==> config.mk <==
export PLATFORM = sky130hd
export DESIGN_NAME = ieee754_mult_dispatcher
export DESIGN_NICKNAME = d
export VERILOG_FILES = /design/src/rtl/ieee754_mult_dispatcher.sv
export SDC_FILE = /design/constraint.sdc
export NUM_CORES = 1
export LEC_CHECK = 0
export CAP_MARGIN = 10
export CORE_MARGIN = 2
export CORE_UTILIZATION = 47
export DETAILED_ROUTE_END_ITERATION = 10
export PLACE_DENSITY = 0.74
export SYNTH_ARGS = -nofsm -noshare
export SYNTH_HDL_FRONTEND = slang
export SYNTH_SLANG_ARGS = --single-unit
==> constraint.sdc <==
create_clock -name clk -period 9.51 [get_ports clk]
set_input_delay 1.4265 -clock clk [delete_from_list [all_inputs] [get_ports clk]]
set_output_delay 1.4265 -clock clk [all_outputs]
set_load 0.02 [all_outputs]
==> src/rtl/ieee754_mult_dispatcher.sv <==
// Operand FIFO and start/done sequencer in front of the single-precision multiplier.
// Captures each product and its flags into a valid/ready register; a missing done becomes a timeout result.
module ieee754_mult_dispatcher #(
   parameter int DEPTH          = 4,
   parameter int TIMEOUT_CYCLES = 15
) (
   input  logic                         clk,
   input  logic                         reset,
   input  logic                         in_valid_i,
   output logic                         in_ready_o,
   input  logic [31:0]                  in_a_i,
   input  logic [31:0]                  in_b_i,
   output logic                         mul_start_o,
   output logic [31:0]                  mul_a_o,
   output logic [31:0]                  mul_b_o,
   input  logic                         mul_done_i,
   input  logic [31:0]                  mul_product_i,
   input  logic                         mul_nan_i,
   input  logic                         mul_inf_i,
   input  logic                         mul_ovf_i,
   input  logic                         mul_unf_i,
   output logic                         out_valid_o,
   input  logic                         out_ready_i,
   output logic [31:0]                  out_product_o,
   output logic [4:0]                   out_flags_o,
   output logic [$clog2(DEPTH+1)-1:0]   count_o,
   output logic                         busy_o
);

   localparam int PW = (DEPTH > 1) ? $clog2(DEPTH) : 1;
   localparam int CW = $clog2(DEPTH + 1);
   localparam int WW = $clog2(TIMEOUT_CYCLES + 1);

   typedef enum logic [1:0] {IDLE, ISSUE, WAIT, HOLD} state_t;

   state_t          state_q, state_d;
   logic [31:0]     mem_a_q [DEPTH];
   logic [31:0]     mem_a_d [DEPTH];
   logic [31:0]     mem_b_q [DEPTH];
   logic [31:0]     mem_b_d [DEPTH];
   logic [PW-1:0]   wr_ptr_q, wr_ptr_d;
   logic [PW-1:0]   rd_ptr_q, rd_ptr_d;
   logic [CW-1:0]   count_q, count_d;
   logic [WW-1:0]   wait_q, wait_d;
   logic [WW-1:0]   wait_inc;
   logic            start_q, start_d;
   logic            out_valid_q, out_valid_d;
   logic [31:0]     out_product_q, out_product_d;
   logic [4:0]      out_flags_q, out_flags_d;
   logic            push;
   logic            pop;

   assign in_ready_o    = (count_q < CW'(DEPTH));
   assign mul_start_o   = start_q;
   assign mul_a_o       = (count_q != '0) ? mem_a_q[rd_ptr_q] : 32'h0;
   assign mul_b_o       = (count_q != '0) ? mem_b_q[rd_ptr_q] : 32'h0;
   assign out_valid_o   = out_valid_q;
   assign out_product_o = out_product_q;
   assign out_flags_o   = out_flags_q;
   assign count_o       = count_q;
   assign busy_o        = (state_q != IDLE) || (count_q != '0);

   // The FIFO head stays put until a result is captured, so the multiplier sees stable operands.
   always_comb begin
      state_d       = state_q;
      mem_a_d       = mem_a_q;
      mem_b_d       = mem_b_q;
      wr_ptr_d      = wr_ptr_q;
      rd_ptr_d      = rd_ptr_q;
      wait_d        = wait_q;
      out_valid_d   = out_valid_q;
      out_product_d = out_product_q;
      out_flags_d   = out_flags_q;
      pop           = 1'b0;
      push          = in_valid_i && in_ready_o;
      wait_inc      = wait_q + WW'(1);

      case (state_q)
         IDLE: begin
            if (count_q != '0) state_d = ISSUE;
         end
         ISSUE: begin
            wait_d  = '0;
            state_d = WAIT;
         end
         WAIT: begin
            wait_d = wait_inc;
            // A done arriving on the last allowed cycle still wins over the timeout.
            if (mul_done_i) begin
               out_product_d = mul_product_i;
               out_flags_d   = {1'b0, mul_unf_i, mul_ovf_i, mul_inf_i, mul_nan_i};
               out_valid_d   = 1'b1;
               pop           = 1'b1;
               state_d       = HOLD;
            end else if (wait_inc == WW'(TIMEOUT_CYCLES)) begin
               out_product_d = 32'h0;
               out_flags_d   = 5'b10000;
               out_valid_d   = 1'b1;
               pop           = 1'b1;
               state_d       = HOLD;
            end
         end
         HOLD: begin
            if (out_ready_i) begin
               out_valid_d = 1'b0;
               state_d     = (count_q != '0) ? ISSUE : IDLE;
            end
         end
         default: state_d = IDLE;
      endcase

      start_d = (state_d == ISSUE);

      if (push) begin
         mem_a_d[wr_ptr_q] = in_a_i;
         mem_b_d[wr_ptr_q] = in_b_i;
         wr_ptr_d          = wr_ptr_q + PW'(1);
      end
      if (pop) rd_ptr_d = rd_ptr_q + PW'(1);
      count_d = count_q + CW'(push) - CW'(pop);
   end

   always_ff @(posedge clk or posedge reset) begin
      if (reset) begin
         state_q       <= IDLE;
         mem_a_q       <= '{default: '0};
         mem_b_q       <= '{default: '0};
         wr_ptr_q      <= '0;
         rd_ptr_q      <= '0;
         count_q       <= '0;
         wait_q        <= '0;
         start_q       <= 1'b0;
         out_valid_q   <= 1'b0;
         out_product_q <= 32'h0;
         out_flags_q   <= 5'b0;
      end else begin
         state_q       <= state_d;
         mem_a_q       <= mem_a_d;
         mem_b_q       <= mem_b_d;
         wr_ptr_q      <= wr_ptr_d;
         rd_ptr_q      <= rd_ptr_d;
         count_q       <= count_d;
         wait_q        <= wait_d;
         start_q       <= start_d;
         out_valid_q   <= out_valid_d;
         out_product_q <= out_product_d;
         out_flags_q   <= out_flags_d;
      end
   end

endmodule

After elaboration in Yosys (flattened, before gate mapping)
Cells that the tools add are included.
Widths: inputs -> output; s select.
- bits in registers: 308
- input port bits: 105
- word-level logic and storage cells: 76
- output and inout bits: 108
- reduce and logical (&&, ||, !) cells: 11
- bitwise gates (word level): 2
- $add $sub $neg: 5
- equality and inequality tests: 7
- mux-type cells: 30
- $lt $le $gt $ge: 4
- operators by type and width (kind ; count):
    $mux 32 ; 9
    $bwmux 128 ; 2
    $bmux 32 s2 ; 2
    $demux 32 s2 ; 1
    $mux 5 ; 2
    $mux 2 ; 4
    $pmux 2 s4 ; 1
    $pmux 4 s2 ; 1
    $reduce_bool 2->1 ; 4
    $mux 1 ; 7
    $ge 3x3->1 const B ; 2
    $not 2->3 ; 2
    $add 2x1->2 const B ; 2
    $add 4x1->4 const B ; 1
    $eq 2x1->1 const B ; 2
    $eq 2x2->1 const B ; 2
    $eq 4x4->1 const B ; 1
    $add 3x1->3 ; 1
    $lt 3x1->1 const B ; 1
    $lt 3x3->1 const B ; 1
    $ne 3x3->1 const B ; 1
    $reduce_and 3->1 ; 1
    $reduce_bool 3->1 ; 1
    $sub 3x1->3 ; 1
    6 further kinds ; 7

Longest topological paths before layout
- depth in word-level cells: 6
- mapped depth: 14

Worst setup path before layout
OpenSTA, ideal clock, no wires.
- kind: in2reg
- start: input mul_done_i
- end: register count_q[2], in the netlist count_o[2]
- arrival: 2975 ps
- path buffers: 1
- slack: 6407 ps
- stages: 10
- cell sequence: o21ai_2 and2_1 buf_6 inv_2 ha_1 inv_1 ha_1 fa_1 xnor2_1 xnor2_1
- word-level cells in the longest chain between the ends: 3
- ends and longest elaborated chain (what ; line ; RTL):
    from (decl) ; 16 ; input logic mul_done_i,
    $mux 1 ; 89 ; if (mul_done_i) begin
    $mux 1 ; 78 ; case (state_q)
    via pop ; 51 ; logic pop;
    $sub 3x1->3 ; 120 ; count_d = count_q + CW'(push) - CW'(pop);
    via count_d[2] ; 43 ; logic [CW-1:0] count_q, count_d;
    to (signal assigned) ; 142 ; count_q <= count_d;
    to (decl) ; 43 ;
The timed path passes the listed nets, and every way through them passes these cells.
A chain may end at the register's enable or synchronous reset.

Worst setup path after layout
- start: register rd_ptr_q[0]
- end: output mul_a_o[28]
- word-level cells in the longest chain between the ends: 5
- ends and longest elaborated chain (what ; line ; RTL):
    from (decl) ; 42 ; logic [PW-1:0] rd_ptr_q, rd_ptr_d;
    from (signal assigned) ; 141 ; rd_ptr_q <= rd_ptr_d;
    $not 2->3 (implied by the code) ; 55 ; assign mul_a_o = (count_q != '0) ? mem_a_q[rd_ptr_q] : 32'h0;
    $bmux 32 s2 ; 55 ;
    $mux 32 (implied by the code) (2 in a row) ; 55 ;
    $mux 32 ; 55 ;
    to (decl) ; 14 ; output logic [31:0] mul_a_o,
No other way between the ends. The select of a mux whose other input is x is not followed.

==> results.ini <==
[synthesis]
async_flop_share_pct = 100
synthAdderAreaFrac_pct = 1.31
ys_seq_area_share_pct = 55.5
syn_area_mm2 = 0.0139
synth-main-ff-cell = dfrtp_1
synthTopCellsByCount = dfrtp_1 (308), mux2_1 (240), nand3_1 (73), nor2b_1 (68), mux4_2 (64)
ys_top_cells_by_area = dfrtp_1 (55%), mux2_1 (19%), mux4_2 (10%)
synth_compound_area_share_pct = 1.13
synth_xor_area_share_pct = 0.315
yosysMostFrequentCell = dfrtp_1
synth_top_family_by_area = multiplexers
synth_cell_types = 43
syn_nets = 1062
synth_warnings = 0
ys_ff_latch = 308
synth_top_cell_by_area = dfrtp_1
syn_inst = 943
syn_area_per_cell_um2 = 14.7
synthMuxAreaShare_pct = 31.2
yosysTopAreaCellShare_pct = 55.5
synth_edf_count = 0
yosys.area_share.simple_pct = 7.63

[global_route]
grt_pass1_wl_um = 48500
grt_pass1_vias = 8945
antenna_found_initial = 0
grt.overflow.total = 0
grt_max_degree = 78
grt_use_total_pct = 19.6

[cts]
cts_tree = built
cts_buffers = 35
ctsResizeCount = 0
clock_path_buffers = 3
clock_sinks = 308
insertion_delay_ns = 0.50
htreeDepth = 2
post_cts_buffers = 0
clk_pin_slew_ns = 0.05
cts_root_buffer = clkbuf_16
cts_hold_buf = 0

[place]
place.gp.congestion = 0.735
hpwl_um = 17600
numPortBuffers = 212

[route]
first_iter_violations = 372
postRouteAntennaNets = 0
wl_um = 29600
drc = 0
viasPerCell = 5.39
avgRoutedWirePerCell_um = 19.1
first_pass_iters = 4
num_vias = 8346

[sta]
period_share_pct = 51.5
worst_slew_pin_slew_ns = 1.11
final.min_clock_period_ns = 4.90
final.setup.tns_ns = 0
rsz0062_at_grt = false
hold_viol_final = 0
fin_skew_ns = 0.0130
slew_viol_final = 0
setup_viol = 0
fmax_mhz = 204
relSlewSlack_pct = 26.1

[worst_setup_path]
cpPeakStageDelay_ns = 0.86
slowest_stage = dfrtp_4
crit_arrival_ns = 3.47
path_cells = buf_4 -> mux4_2 -> nor2b_1 -> clkdlybuf4s50_1
crit_fanout = 35
cp-start-kind = flip-flop
cp.required_ns = 8.08
end_kind = primary output
rr_worst_depth = 13
crit_type = reg2out

[final_layout]
fillerInstances = 2267
register_area_mm2 = 0.00771
n_antenna_cell = 0
multi_input_area_mm2 = 0.00579
drive_gt1_share_pct = 13.7
finish.net_count = 1259
area_growth_pct = 25.5

[min_path]
whs_path_depth = 1
hold_class = reg2reg

[die]
initial_core_util_pct = 48.0
die_h_um = 176
pin_count = 213
die_w_um = 176
dieArea_mm2 = 0.0310
num_rows = 62
core_area_mm2 = 0.0289

[power]
p_leak_nw = 7.56
power_density_mw_per_mm2 = 386
power_mw = 6.73
ir_drop_uv = 226

[run_status]
outcome = finished, final reports clean

[job]
cap_viol_max_count = 0

[metal layers]
layer  up-vias  part of all wire (%)  track usage (%)
li1       3780                     -                -
met1      4342                    45             27.7
met2       191                    47             31.3
met3        33                   5.9             4.46
met4         0                   1.4             4.44
met5         -                     0                0
[flip-flops by register name, indices dropped and copies added (netlist names)]
register / flops
count_o: 3
rd_ptr_q: 2
state_q: 2
wr_ptr_q: 2
out_product_o: 32
out_valid_o: 1
mem_a_q: 128
out_flags_o: 5
mul_start_o: 1
wait_q: 4
mem_b_q: 128
[worst max-delay path: cells and delay by family (launching register included)]
kind	cells	cell delay [ns]
buf+inv	2	1.32
flops	1	0.86
mux	1	0.59
simple gates	1	0.17
[kinds of logic after synthesis]
family                   Yosys count
AO/OA/AOI/OAI                     19
XOR/XNOR                           5
adder cells (fa/ha/maj)           14
buffers and inverters             80
flip-flops                       308
multiplexers                     321
AND/OR/NAND/NOR                  196
[cells in the final DEF, fill, tap and decap left out, drive strengths merged, types with 3 or more instances in the layout]
| cell | Yosys | layout |
|---|---|---|
| xnor2 | 4 | 4 |
| clkinv | 0 | 5 |
| ha | 13 | 13 |
| a21boi | 3 | 3 |
| clkdlybuf4s50 | 0 | 212 |
| mux4 | 64 | 64 |
| inv | 16 | 15 |
| o21ai | 6 | 6 |
| clkbuf | 15 | 53 |
| mux2 | 256 | 256 |
| nand3 | 73 | 73 |
| bufinv | 0 | 3 |
| buf | 49 | 12 |
| nor2b | 68 | 68 |
| nand2 | 45 | 45 |
| dfrtp | 308 | 308 |
[area by class of cell]
class	instances	share of cell area, %
Clock buffer	53	6.17
Clock inverter	8	0.660
Inverter	16	0.366
Multi-Input combinational cell	555	33.2
Sequential cell	308	44.2
Tap cell	384	2.75
Timing Repair Buffer	224	12.7
[final timing paths]
| kind | endpoint | from | slack [ns] |
|---|---|---|---|
| setup / recovery | mul_a_o[28] | rd_ptr_q[0] | 4.61 |
| hold / removal | mem_b_q[125] | mem_b_q[125] | 0.48 |
| setup reg to reg | count_o[2] | state_q[0] | 6.41 |
| hold reg to reg | mem_b_q[125] | mem_b_q[125] | 0.48 |
| max in group asynchronous | mem_b_q[102] | reset | 6.13 |
| min in group asynchronous | mem_a_q[85] | reset | 1.30 |
[report_power, final]
group          switching [mW]  internal, mW  total (mW)
combinational            1.38          1.66        3.04
clock                   0.509         0.859        1.37
sequential              0.358          1.96        2.32
total                    2.25          4.48        6.73
[metrics by stage]
stage                     utilization, %  worst slack, ns  std cells  area [µm²]  hold WS [ns]
after floorplan                        -             3.98        943       13900         0.459
after global placement              56.2             5.08       1487       16300         0.468
after detailed placement            56.2             5.05       1487       16300         0.475
after CTS                           60.3             4.50       1548       17400         0.487
after global routing                60.3             4.35       1548       17400         0.496
final                               60.3             4.61       1548       17400         0.483
Power figures use the tool's default switching activity.
